## config.mk

```make
export PLATFORM = sky130hd
export DESIGN_NAME = mag_packet_serializer_flat
export DESIGN_NICKNAME = d
export VERILOG_FILES = /design/src/rtl/mag_packet_serializer_pkg.sv /design/src/rtl/mag_packet_serializer_if.sv /design/src/rtl/mag_pkt_fifo.sv /design/src/rtl/mag_packet_serializer.sv /design/src/flat_wrapper.sv
export SDC_FILE = /design/constraint.sdc
export NUM_CORES = 1
export LEC_CHECK = 0
export ABC_AREA = 1
export CORE_MARGIN = 1
export CORE_UTILIZATION = 53
export DETAILED_ROUTE_END_ITERATION = 7
export PLACE_DENSITY = 0.78
export REMOVE_ABC_BUFFERS = 1
export SLEW_MARGIN = 20
export SYNTH_ARGS = -nofsm -noshare
export SYNTH_HDL_FRONTEND = slang
export SYNTH_SLANG_ARGS = --single-unit
```

## constraint.sdc

```tcl
create_clock -name clk -period 4.5 [get_ports clk]
set_clock_uncertainty 0.2 [all_clocks]
set_input_delay 0.675 -clock clk [delete_from_list [all_inputs] [get_ports clk]]
set_output_delay 0.675 -clock clk [all_outputs]
set_load 0.05 [all_outputs]
```

## src/rtl/mag_packet_serializer_pkg.sv

```systemverilog
// Shared definitions for the magnetometer packet serializer: packet geometry,
// fixed byte order and FSM state encoding.
// Optional feature macro: MAG_SER_CHECKSUM_EN (adds the CSUM state / 11th byte).
package mag_pkg;

  localparam int PKT_W     = 80;
  localparam logic [7:0] MARKER_M = 8'h4D;
  localparam int PKT_BYTES = 10;

  // LSB position of each transmitted byte, in send order
  localparam int B0_LSB = 0;   // marker
  localparam int B1_LSB = 24;  // timestamp, MSB first
  localparam int B2_LSB = 16;
  localparam int B3_LSB = 8;
  localparam int B4_LSB = 72;  // payload, MSB first
  localparam int B5_LSB = 64;
  localparam int B6_LSB = 56;
  localparam int B7_LSB = 48;
  localparam int B8_LSB = 40;
  localparam int B9_LSB = 32;

  typedef enum logic [1:0] {
    IDLE,
    SEND
`ifdef MAG_SER_CHECKSUM_EN
    , CSUM
`endif
  } state_t;

  // Byte i of the outgoing stream for packet p
  function automatic logic [7:0] pkt_byte(input logic [PKT_W-1:0] p, input logic [3:0] i);
    case (i)
      4'd0:    pkt_byte = p[B0_LSB +: 8];
      4'd1:    pkt_byte = p[B1_LSB +: 8];
      4'd2:    pkt_byte = p[B2_LSB +: 8];
      4'd3:    pkt_byte = p[B3_LSB +: 8];
      4'd4:    pkt_byte = p[B4_LSB +: 8];
      4'd5:    pkt_byte = p[B5_LSB +: 8];
      4'd6:    pkt_byte = p[B6_LSB +: 8];
      4'd7:    pkt_byte = p[B7_LSB +: 8];
      4'd8:    pkt_byte = p[B8_LSB +: 8];
      4'd9:    pkt_byte = p[B9_LSB +: 8];
      default: pkt_byte = 8'h00;
    endcase
  endfunction

  // XOR of all packet bytes (order-independent)
  function automatic logic [7:0] pkt_csum(input logic [PKT_W-1:0] p);
    logic [7:0] x;
    x = 8'h00;
    for (int k = 0; k < PKT_BYTES; k++) x ^= pkt_byte(p, 4'(k));
    return x;
  endfunction

endpackage

```

## src/rtl/mag_packet_serializer_if.sv

```systemverilog
// Byte-stream valid/ready channel from the serializer to the writer.
interface mag_packet_serializer_if;
  logic [7:0] byte_out;
  logic       byte_valid;
  logic       byte_ready;

  modport master (output byte_out, output byte_valid, input byte_ready);
  modport slave  (input byte_out, input byte_valid, output byte_ready);
endinterface

```

## src/rtl/mag_pkt_fifo.sv

```systemverilog
// DEPTH x PKT_W packet FIFO. Push when full is dropped and counted
// (saturating), with fullness judged before any same-cycle pop.
module mag_pkt_fifo
  import mag_pkg::*;
#(
  parameter int DEPTH = 4
) (
  input  logic                     clk,
  input  logic                     rst,
  input  logic                     push,
  input  logic [PKT_W-1:0]         din,
  input  logic                     pop,
  output logic [PKT_W-1:0]         dout,
  output logic                     empty,
  output logic [$clog2(DEPTH):0]   level,
  output logic [7:0]               drop_count
);
  localparam int AW = $clog2(DEPTH);

  logic [PKT_W-1:0] mem [DEPTH];
  logic [AW-1:0]    wptr, rptr;
  logic             full, push_ok, pop_ok;

  assign full    = (level == (AW+1)'(DEPTH));
  assign empty   = (level == '0);
  assign push_ok = push & ~full;
  assign pop_ok  = pop & ~empty;
  assign dout    = mem[rptr];

  // storage: contents need no reset, pointers define validity
  always_ff @(posedge clk) begin
    if (push_ok) mem[wptr] <= din;
  end

  // pointers, occupancy and drop counter
  always_ff @(posedge clk or posedge rst) begin
    if (rst) begin
      wptr       <= '0;
      rptr       <= '0;
      level      <= '0;
      drop_count <= '0;
    end else begin
      if (push_ok) wptr <= wptr + 1'b1;
      if (pop_ok)  rptr <= rptr + 1'b1;
      case ({push_ok, pop_ok})
        2'b10:   level <= level + 1'b1;
        2'b01:   level <= level - 1'b1;
        default: level <= level;
      endcase
      if (push && full && drop_count != 8'hFF) drop_count <= drop_count + 8'd1;
    end
  end
endmodule

```

## src/rtl/mag_packet_serializer.sv

```systemverilog
// Magnetometer packet serializer: buffers 80-bit packets and streams each as
// a fixed-order byte sequence over valid/ready.
// Optional feature macro: MAG_SER_CHECKSUM_EN appends an XOR checksum byte.
module mag_packet_serializer
  import mag_pkg::*;
#(
  parameter int DEPTH = 4
) (
  input  logic                        clk,
  input  logic                        rst,
  input  logic [PKT_W-1:0]            pkt_in,
  input  logic                        pkt_valid,
  mag_packet_serializer_if.master     byte_if,
  output logic [$clog2(DEPTH):0]      fifo_level,
  output logic [7:0]                  drop_count,
  output logic                        busy
);
  localparam logic [3:0] LAST_IDX = 4'(PKT_BYTES - 1);

  state_t           state, nstate;
  logic [PKT_W-1:0] hold, head;
  logic [3:0]       idx;
  logic             pop, empty, accept;
  logic [7:0]       cur_byte;

  mag_pkt_fifo #(.DEPTH(DEPTH)) u_fifo (
    .clk        (clk),
    .rst        (rst),
    .push       (pkt_valid),
    .din        (pkt_in),
    .pop        (pop),
    .dout       (head),
    .empty      (empty),
    .level      (fifo_level),
    .drop_count (drop_count)
  );

  assign accept = byte_if.byte_valid & byte_if.byte_ready;
  assign busy   = (state != IDLE);

`ifdef MAG_SER_CHECKSUM_EN
  assign cur_byte = (state == CSUM) ? pkt_csum(hold) : pkt_byte(hold, idx);
`else
  assign cur_byte = pkt_byte(hold, idx);
`endif

  // output only meaningful while a byte is being offered
  assign byte_if.byte_valid = (state != IDLE);
  assign byte_if.byte_out   = byte_if.byte_valid ? cur_byte : 8'h00;

  // next-state and pop decision
  always_comb begin
    nstate = state;
    pop    = 1'b0;
    case (state)
      IDLE: if (!empty) begin
        pop    = 1'b1;
        nstate = SEND;
      end
      SEND: if (accept && idx == LAST_IDX) begin
`ifdef MAG_SER_CHECKSUM_EN
        nstate = CSUM;
`else
        nstate = IDLE;
`endif
      end
`ifdef MAG_SER_CHECKSUM_EN
      CSUM: if (accept) nstate = IDLE;
`endif
      default: nstate = IDLE;
    endcase
  end

  // state, holding register and byte index
  always_ff @(posedge clk or posedge rst) begin
    if (rst) begin
      state <= IDLE;
      hold  <= '0;
      idx   <= '0;
    end else begin
      state <= nstate;
      if (pop) begin
        hold <= head;
        idx  <= '0;
      end else if (state == SEND && accept && idx != LAST_IDX) begin
        idx <= idx + 4'd1;
      end
    end
  end
endmodule

```

## src/flat_wrapper.sv

```systemverilog
// flat-port wrapper written by rule: the top's interface ports become plain ports
module mag_packet_serializer_flat import mag_pkg::*;
#(
  parameter int DEPTH = 4
)
  (clk, rst, pkt_in, pkt_valid, fifo_level, drop_count, busy, byte_if_byte_out, byte_if_byte_valid, byte_if_byte_ready);
  mag_packet_serializer_if byte_if_i ();
  input  logic clk;
  input  logic rst;
  input  logic [PKT_W-1:0] pkt_in;
  input  logic pkt_valid;
  output logic [$clog2(DEPTH):0] fifo_level;
  output logic [7:0] drop_count;
  output logic busy;
  output wire logic [$bits(byte_if_i.byte_out)-1:0] byte_if_byte_out;
  output wire logic [$bits(byte_if_i.byte_valid)-1:0] byte_if_byte_valid;
  input wire logic [$bits(byte_if_i.byte_ready)-1:0] byte_if_byte_ready;
  assign byte_if_byte_out = byte_if_i.byte_out;
  assign byte_if_byte_valid = byte_if_i.byte_valid;
  assign byte_if_i.byte_ready = byte_if_byte_ready;
  mag_packet_serializer #(.DEPTH(DEPTH)) u_core (.clk(clk), .rst(rst), .pkt_in(pkt_in), .pkt_valid(pkt_valid), .byte_if(byte_if_i), .fifo_level(fifo_level), .drop_count(drop_count), .busy(busy));
endmodule
```

* Word-level counts from Yosys, hierarchy flattened
Memory sizes are Yosys's and may differ from the RTL's. A register that Yosys moved wholly into a read port is not among the register bits.
Cells that the tools add are included.
** Cells by class
- $add $sub $neg :: 6
- $mul :: 0
- Divide/modulo/power cells :: 0
- $lt $le $gt $ge :: 0
- Eq/ne operators :: 17
- Shift operators :: 0
- Multiplexer cells :: 12
- Bitwise gates (word level) :: 5
- Reductions and logical operators :: 12
** Operator list (count)
- one-hot mux 8 bit (10 select lines) :: 1
- == test 4 x 3 -> 1 bit (second input constant) :: 4
- adder 8 x 1 -> 8 bit (second input constant) :: 1
- == test 4 x 2 -> 1 bit (second input constant) :: 2
- == test 4 bit (second input constant) :: 2
- two-way mux 4 bit :: 2
- two-way mux 8 bit :: 1
- inequality test 8 bit (second input constant) :: 1
- one-hot mux 3 bit (2 select lines) :: 1
- nonzero test 2 bit :: 3
- logical AND 1 bit :: 5
- adder 2 x 1 -> 2 bit (second input constant) :: 2
- adder 4 x 1 -> 4 bit (second input constant) :: 1
- == test 2 x 1 -> 1 bit (second input constant) :: 2
- == test 4 x 1 -> 1 bit (second input constant) :: 1
- zero test 4 bit :: 1
- two-way mux 1 bit :: 4
- two-way mux 2 bit :: 2
- inequality test 4 bit (second input constant) :: 1
- one-hot mux 2 bit (2 select lines) :: 1
- adder 3 x 1 -> 3 bit (second input constant) :: 1
- bitwise AND 1 bit :: 3
- == test 3 bit (second input constant) :: 1
- zero test 3 bit :: 1
- 7 further kinds :: 8
** Word-level totals
- Register bits :: 21
- Bits in latches :: 0
- RAM bits :: 320
- Memory bits (read-only) :: 0
- Input port bits :: 84
- Logic and storage cells :: 59
- Memories kept :: 1
** Memory list
- u_core.u_fifo.mem :: depth 4, width 80, read ports 1, clocked after Yosys merged registers in 1, write ports 1, RTL line mag_pkt_fifo.sv:20 : logic [PKT_W-1:0] mem [DEPTH];

* Logic depth before layout (Yosys ltp)
Gate-level depths: netlist (run 1).
- Depth in word-level cells :: 6
- Mapped depth :: 12

* Hierarchy
From an unflattened synthesis (run 1), not the netlist that was laid out.
** Unflattened totals
- Cells, all modules :: 1450
- Area, all modules :: 17098.9 um^2
** Modules (own cells, without submodules)
- mag_pkt_fifo :: times used 1, cells each 892, area an instance 12861.1 um^2, seq. area each 9984.6 um^2
- mag_packet_serializer :: times used 1, cells each 558, area an instance 4237.8 um^2, seq. area each 2127.0 um^2

* Worst setup path after synthesis (run 1)
No wires, ideal clock.
- Kind :: reg2reg
- Start :: register u_core.u_fifo.level[0]
- End :: memory u_core.u_fifo.mem[0][0], enable pin
- Library setup time :: 0.519 ns
- Arrival :: 4.429 ns
- Setup slack :: -0.649 ns
- Stages on the path, launching flop included :: 5
- Buffers on the path :: 0
- Clock period less this slack :: 5.149 ns
- Path through :: dfrtp_1 > inv_2 > nand3_1 > nand2_1 > nor2_1
** Between the ends
- Cells in the longest elaborated chain, start to end :: 5
** Ends and longest elaborated chain
- start: declaration :: RTL line mag_pkt_fifo.sv:15 : output logic [$clog2(DEPTH):0] level,
- start signal: assignment :: RTL line mag_pkt_fifo.sv:46 : 2'b10: level <= level + 1'b1;
- start signal: assignment :: RTL line mag_pkt_fifo.sv:47 : 2'b01: level <= level - 1'b1;
- start signal: assignment :: RTL line mag_pkt_fifo.sv:48 : default: level <= level;
- == test 3 bit :: RTL line mag_pkt_fifo.sv:24 : assign full = (level == (AW+1)'(DEPTH));
- NOT 1 bit :: RTL line mag_pkt_fifo.sv:26 : assign push_ok = push & ~full;
- bitwise AND 1 bit :: RTL line mag_pkt_fifo.sv:26
- two-way mux 1 bit :: RTL line mag_pkt_fifo.sv:32 : if (push_ok) mem[wptr] <= din;
- two-way mux 1 bit (not written as such) :: RTL line mag_pkt_fifo.sv:32
- end: declaration :: RTL line mag_pkt_fifo.sv:20
No other way between the ends.

* Worst setup path after layout (run 1)
- Start :: register u_core.idx[3]
- End :: output byte_if_byte_out[2]
** Between the ends
- Cells in the longest elaborated chain, start to end :: 3
- Elaborated cells on any way between the ends :: 12
- Classes of those cells :: eq/ne: 9; mux: 2; reduce/logical: 1
** Ends and longest elaborated chain
- start: declaration :: RTL line mag_packet_serializer.sv:22 : logic [3:0] idx;
- start signal: assignment :: RTL line mag_packet_serializer.sv:86 : idx <= idx + 4'd1;
- == test 4 bit (tied with other cells) :: RTL line mag_packet_serializer_pkg.sv:32 : case (i)
- one-hot mux 8 bit (10 select lines) (*) :: RTL line mag_packet_serializer_pkg.sv:32
- two-way mux 8 bit (*) :: RTL line mag_packet_serializer.sv:49 : assign byte_if.byte_out = byte_if.byte_valid ? cur_byte : 8'h00;
- end: declaration :: RTL line flat_wrapper.sv:15 : output wire logic [$bits(byte_if_i.byte_out)-1:0] byte_if_byte_out;
Mark *: on every way between the ends. The rest lies on a longest branch, timed or not.

==> results.sh, run 1 <==
export IMPL_status="completed"
export IMPL_min_from="u_core.u_fifo.mem[1][46]"
export IMPL_relSlewSlack_pct=25.81
export IMPL_drive_gt1_share_pct=6.899
export IMPL_yosys_area_top_type="edfxtp_1"
export IMPL_grt_max_degree=102
export IMPL_yosysMostFrequentCell="nor2_1"
export IMPL_fin_crit_ns=4.325
export IMPL_slowest_stage="clkdlybuf4s50_1"
export IMPL_syn_area_per_cell_um2=11.74
export IMPL_rr_startpoint="u_core.state[0]"
export IMPL_dp_slack_ns=0.7982
export IMPL_initial_core_util_pct=53.81
export IMPL_setup_viol=0
export IMPL_slowest_delay_ns=0.80
export IMPL_port_buffer_count=104
export IMPL_clockBufferDepth=3
export IMPL_worst_ir_drop_vdd_mv=0.4419
export IMPL_gp_congestion=0.7962
export IMPL_worst_slew_pin_slew_ns=1.113
export IMPL_endpoint_kind="primary output"
export IMPL_synthAdderAreaFrac_pct=0.8570
export IMPL_grt_overflow=0
export IMPL_cp_arrival_ns=3.45
export IMPL_grt_pass1_wl_um=59460
export IMPL_start_kind="register"
export IMPL_stdcell_area_um2=19480
export IMPL_synth_seq_cells=420
export IMPL_synth_mux_area_share_pct=0
export IMPL_cts_buffers=42
export IMPL_ys_types=30
export IMPL_vias=11320
export IMPL_final_max_slew_viol_count=0
export IMPL_dieHeight_um=180.8
export IMPL_synth_top_family_by_area="simple AND/OR/NAND/NOR gates"
export IMPL_path_cells="inv_2 > nand2_1 > nor2_2 > nand2_1 > nand2_1 > inv_1 > nand3_1 > nand2_1 > inv_1 > clkdlybuf4s50_1"
export IMPL_antenna_left=0
export IMPL_cts_max_level=2
export IMPL_nNetsFinal=1612
export IMPL_ios=105
export IMPL_crit_fanout=27
export IMPL_routed_wl_um=37770
export IMPL_synth_enable_flop_cells=320
export IMPL_diodes=0
export IMPL_finalHoldViolations=0
export IMPL_post_cts_buffers=0
export IMPL_mappedNetlistArea_um2=16930
export IMPL_cts_num_sinks=420
export IMPL_synth_top_area_share_pct=56.74
export IMPL_p_leak_nw=7.140
export IMPL_via_per_inst=5.795
export IMPL_finalPower_mw=13.78
export IMPL_maxCapViolations=0
export IMPL_yosysWarnings=0
export IMPL_place_area_um2=18110
export IMPL_synth_seq_area_share_pct=71.52
export IMPL_criticalPathCategory="register to primary output"
export IMPL_yosys_area_share_simple_pct=14.88
export IMPL_finalCritPeriodShare_pct=96.12
export IMPL_synth_common_cells="431 x nor2_1, 320 x edfxtp_1, 100 x dfrtp_1"
export IMPL_cp_required_ns=3.62
export IMPL_synth_compound_area_share_pct=7.965
export IMPL_startpoint="u_core.idx[3]"
export IMPL_synth_xor_area_share_pct=0.5689
export IMPL_drc=0
export IMPL_wl_per_cell_um=19.34
export IMPL_max_freq_mhz=231.2
export IMPL_die_x_um=180.8
export IMPL_dr_pass1_iters=8
export IMPL_final_setup_worst_slack_ns=0.1746
export IMPL_row_count=65
export IMPL_die_area_um2=32670
export IMPL_clkTransAtPathRegs_ns=0.06
export IMPL_core_um2=31470
export IMPL_insertion_delay_ns=0.54
export IMPL_crit_path_frequent_cell="nand2_1"
export IMPL_min_path_type="register to register"
export IMPL_async_reset_ff_share_pct=23.81
export IMPL_grt_pass1_vias=11090
export IMPL_cts_hold_buffers=0
export IMPL_synth_area_leaders="edfxtp_1 57%, dfrtp_1 15%, nor2_1 9.6%, a31oi_1 3.0%, o21ai_1 2.7%"
export IMPL_cts_resized_gates=0
export IMPL_rsz0062_at_grt="false"
export IMPL_power_density_nw_per_um2=707.1
export IMPL_hpwl_um=21140
export IMPL_drtIter0Drc=1025
export IMPL_synthCells=1442
export IMPL_antenna_found_initial=0
export IMPL_tritoncts="yes"
export IMPL_syn_to_final_growth_pct=15.06
export IMPL_grt_usage_pct=23.45
export IMPL_cts_root_buffer="clkbuf_16"
export IMPL_synth_flop_cell="edfxtp_1"
## path summary, 6_finish.rpt
| path | to | slack, ns | depth (start not counted) |
|---|---|---|---|
| max in group asynchronous | u_core.hold[23] | 2.77 | 3 |
| setup / recovery | byte_if_byte_out[2] | 0.17 | 10 |
| setup reg to reg | u_core.hold[75] | 1.37 | 6 |
| min in group asynchronous | u_core.hold[49] | 0.48 | 2 |
| hold reg to reg | u_core.hold[46] | 0.32 | 2 |
| hold / removal | u_core.hold[46] | 0.32 | 2 |
## per-layer routing
layer,global-route usage [%],vias up,wire length [µm]
li1,-,5186,-
met1,31.69,5569,15530
met2,38.27,472,18470
met3,3.870,91,2745
met4,9.197,0,1030
met5,0,-,0
## final cells by class
class / instances / area (µm²)
Clock buffer: 61 / 1246
Tap cell: 402 / 503.0
Fill cell: 2264 / 11990
Sequential cell: 420 / 12120
Multi-Input combinational cell: 888 / 4140
Clock inverter: 17 / 120.1
Timing Repair Buffer: 121 / 1185
Inverter: 44 / 173.9
## state kept, by name (all words and copies together) (netlist names)
name and cells:
u_core.u_fifo.drop_count 8, u_core.u_fifo.wptr 2, u_core.idx 4, u_core.state 1, u_core.u_fifo.level 3, u_core.hold 80
u_core.u_fifo.rptr 2, u_core.u_fifo.mem 320
## per-stage QoR
stage	instances	setup TNS (ns)	hold slack (ns)	util (%)
detailed placement	1875	0	0.3124	57.56
finish	1953	0	0.3217	61.91
global route	1953	0	0.3393	61.91
CTS	1953	0	0.3264	61.90
floorplan	1352	-230.08	0.2974	-
global placement	1875	0	0.2998	57.56
## kinds of logic (layout without fill, tap and decap cells)
family / Yosys count / in the layout
AOI/OAI and AO/OA: 249 / 249
xor gates and xnor gates: 11 / 11
DFF: 420 / 420
and+or+nand+nor: 617 / 617
buffers and inverters: 134 / 243
adders and majority gates: 11 / 11
## report_power, final
part | switching (mW) | leakage, nW | total (mW) | internal (mW)
sequential | 0.655 | 4.10 | 5.92 | 5.26
combinational | 3.09 | 2.38 | 4.47 | 1.38
clock | 1.41 | 0.664 | 3.39 | 1.99
## placed cells by master (no fill, tap or decap), types with 7 or more instances in the layout
cell,synthesis,routed
nand4_1,42,42
xor2_1,7,7
nor2_1,431,427
clkinv_2,0,9
buf_4,16,15
nand2_1,90,90
o21ai_1,90,90
clkbuf_1,16,10
a31oi_1,80,80
dfrtp_1,100,98
clkbuf_16,0,45
edfxtp_1,320,320
ha_1,10,10
nand3_1,45,45
clkdlybuf4s50_1,0,104
inv_2,8,7
inv_1,34,33
o21ai_0,76,76
## critical path: cells and delay by family, from the launching register on
kind,cells,cell delay (ns)
AND/OR/NAND/NOR,6,0.85
flip-flops,1,0.64
buffers and inverters,4,1.42
Note: power is estimated with default switching activity, not from simulation.
==> run 2, diff against run 1 <==
- PLACE_DENSITY: 0.78 -> 0.82
- SETUP_SLACK_MARGIN: default -> 0.02
==> results.sh, run 2 (same netlist as run 1, synthesis figures left out) <==
export IMPL_cp_required_ns=3.62
export IMPL_finalCritPeriodShare_pct=89.31
export IMPL_reg2reg_depth=6
export IMPL_dr_pass1_iters=5
export IMPL_finalPower_mw=13.97
export IMPL_rr_startpoint="u_core.state[0]"
export IMPL_insertion_delay_ns=0.54
export IMPL_cts_root_buffer="clkbuf_16"
export IMPL_row_count=65
export IMPL_via_per_inst=5.822
export IMPL_slowest_stage="clkdlybuf4s50_1"
export IMPL_setup_viol=0
export IMPL_wl_per_cell_um=19.34
export IMPL_finalHoldViolations=0
export IMPL_hpwl_um=20700
export IMPL_path_delay_family="simple AND/OR/NAND/NOR gates"
export IMPL_antenna_left=0
export IMPL_criticalPathCategory="register to primary output"
export IMPL_finalNonFillerCells=1956
export IMPL_tritoncts="yes"
export IMPL_path_buf_inv=2
export IMPL_start_kind="register"
export IMPL_syn_to_final_growth_pct=15.71
export IMPL_cts_buffers=42
export IMPL_drc=0
export IMPL_final_setup_worst_slack_ns=0.4811
export IMPL_final_common_cell="nor2_1"
export IMPL_grt_overflow=0
export IMPL_r2r_setup_slack_ns=1.46
export IMPL_endpoint_kind="primary output"
export IMPL_power_density_nw_per_um2=712.8
export IMPL_grt_max_degree=100
export IMPL_timing_rr_end="u_core.hold[20]"
export IMPL_path_cells="nor2_4 > nand3_1 > nand2_1 > nor2_1 > nand3_1 > nand2_1 > inv_1 > clkdlybuf4s50_1"
export IMPL_critPathCapture="byte_if_byte_out[5]"
export IMPL_gp_congestion=0.8083
export IMPL_port_buffer_count=104
export IMPL_dieHeight_um=180.8
export IMPL_p_leak_nw=7.196
export IMPL_clkTransAtPathRegs_ns=0.06
export IMPL_cp_arrival_ns=3.14
export IMPL_crit_fanout=24
export IMPL_clockBufferDepth=3
export IMPL_final_cell_mix="427 x nor2_1, 320 x edfxtp_1, 104 x clkdlybuf4s50_1"
export IMPL_startpoint="u_core.idx[3]"
export IMPL_clockPowerShare_pct=25.3
export IMPL_die_x_um=180.8
export IMPL_min_path_type="register to register"
export IMPL_final_max_slew_viol_count=0
export IMPL_combPwrFrac_pct=32.2
export IMPL_post_cts_buffers=0
export IMPL_max_freq_mhz=248.8
export IMPL_reg_largest_list="u_core.u_fifo.mem x320, u_core.hold x80, u_core.u_fifo.drop_count x8"
export IMPL_cts_num_sinks=420
export IMPL_ios=105
export IMPL_worst_slew_pin_slew_ns=1.109
export IMPL_dp_slack_ns=1.137
export IMPL_maxCapViolations=0
export IMPL_status="completed"
export IMPL_cts_max_level=2
export IMPL_cts_resized_gates=0
export IMPL_worst_ir_drop_vdd_mv=0.4288
export IMPL_routed_wl_um=37820
export IMPL_die_area_um2=32670
export IMPL_min_from="u_core.u_fifo.level[0]"
export IMPL_grt_pass1_wl_um=58730
export IMPL_rsz0062_at_grt="false"
export IMPL_grt_usage_pct=23.27
export IMPL_initial_core_util_pct=53.81
export IMPL_regMostFlops="u_core.u_fifo.mem"
export IMPL_drtIter0Drc=1155
export IMPL_cts_hold_buffers=0
export IMPL_slowest_delay_ns=0.79
export IMPL_cp_depth=8
export IMPL_vias=11390
export IMPL_core_um2=31470
export IMPL_dp_cells=1878
export IMPL_pwr_share_seq_pct=42.5
export IMPL_grt_pass1_vias=11000
export IMPL_nNetsFinal=1615
export IMPL_diodes=0
export IMPL_drive_gt1_share_pct=6.950
export IMPL_switching_share_pct=37.21
export IMPL_relSlewSlack_pct=26.06
export IMPL_fin_crit_ns=4.019
export IMPL_p_sw_mw=5.198
export IMPL_largest_reg_flops=320
export IMPL_antenna_found_initial=1
export IMPL_internal_power_mw=8.770
## run 2: power by group through the flow
stage	logic, mW	clock network, mW	registers, mW
floorplan	2.76	0	6.06
global placement	4.27	0	5.94
detailed placement	4.43	0	5.96
CTS	4.49	3.56	5.90
global route	4.93	3.71	6.01
finish	4.50	3.54	5.93
## run 2: final cells by class
class	count	area [µm²]
clock buffers	56	1154
multi-input cells	888	4140
well taps	402	503.0
clock inverters	22	254.0
fillers	2228	11880
repair buffers	124	1254
flip-flops and latches	420	12120
inverters	44	173.9
## run 2: worst register-to-register path, stage by stage (launching register included)
cell	delay, ns
dfrtp_1	0.60
inv_1	0.22
nand2_4	0.11
inv_4	0.56
buf_4	0.85
nor2_1	0.18
a31oi_1	0.22
## run 2: per-stage QoR
step / area [µm²] / setup TNS [ns] / utilization, % / hold slack (ns)
floorplan: 16390 / -230.08 / - / 0.2974
global placement: 18190 / 0 / 57.79 / 0.3019
detailed placement: 18190 / 0 / 57.79 / 0.3073
CTS: 19600 / 0 / 62.26 / 0.3165
global route: 19600 / 0 / 62.26 / 0.3410
finish: 19600 / 0 / 62.26 / 0.3131
## run 2: routing by layer
layer  up-vias  share of wire, %  GRT usage, %
li1       5201                 -             -
met2       580                49         38.69
met3       101               8.6         4.011
met1      5503                39         30.49
met4         2               2.9         9.607
met5         -             0.034             0
## run 2: how the worst min path moves through the flow
stage	cells after the start	endpoint	slack (ns)
after floorplan	2	u_core.hold[0]	0.30
after global placement	2	u_core.hold[17]	0.30
after detailed placement	1	u_core.u_fifo.level[0]	0.31
after CTS	1	u_core.u_fifo.level[0]	0.32
after global routing	1	u_core.u_fifo.level[0]	0.34
final	1	u_core.u_fifo.level[0]	0.31
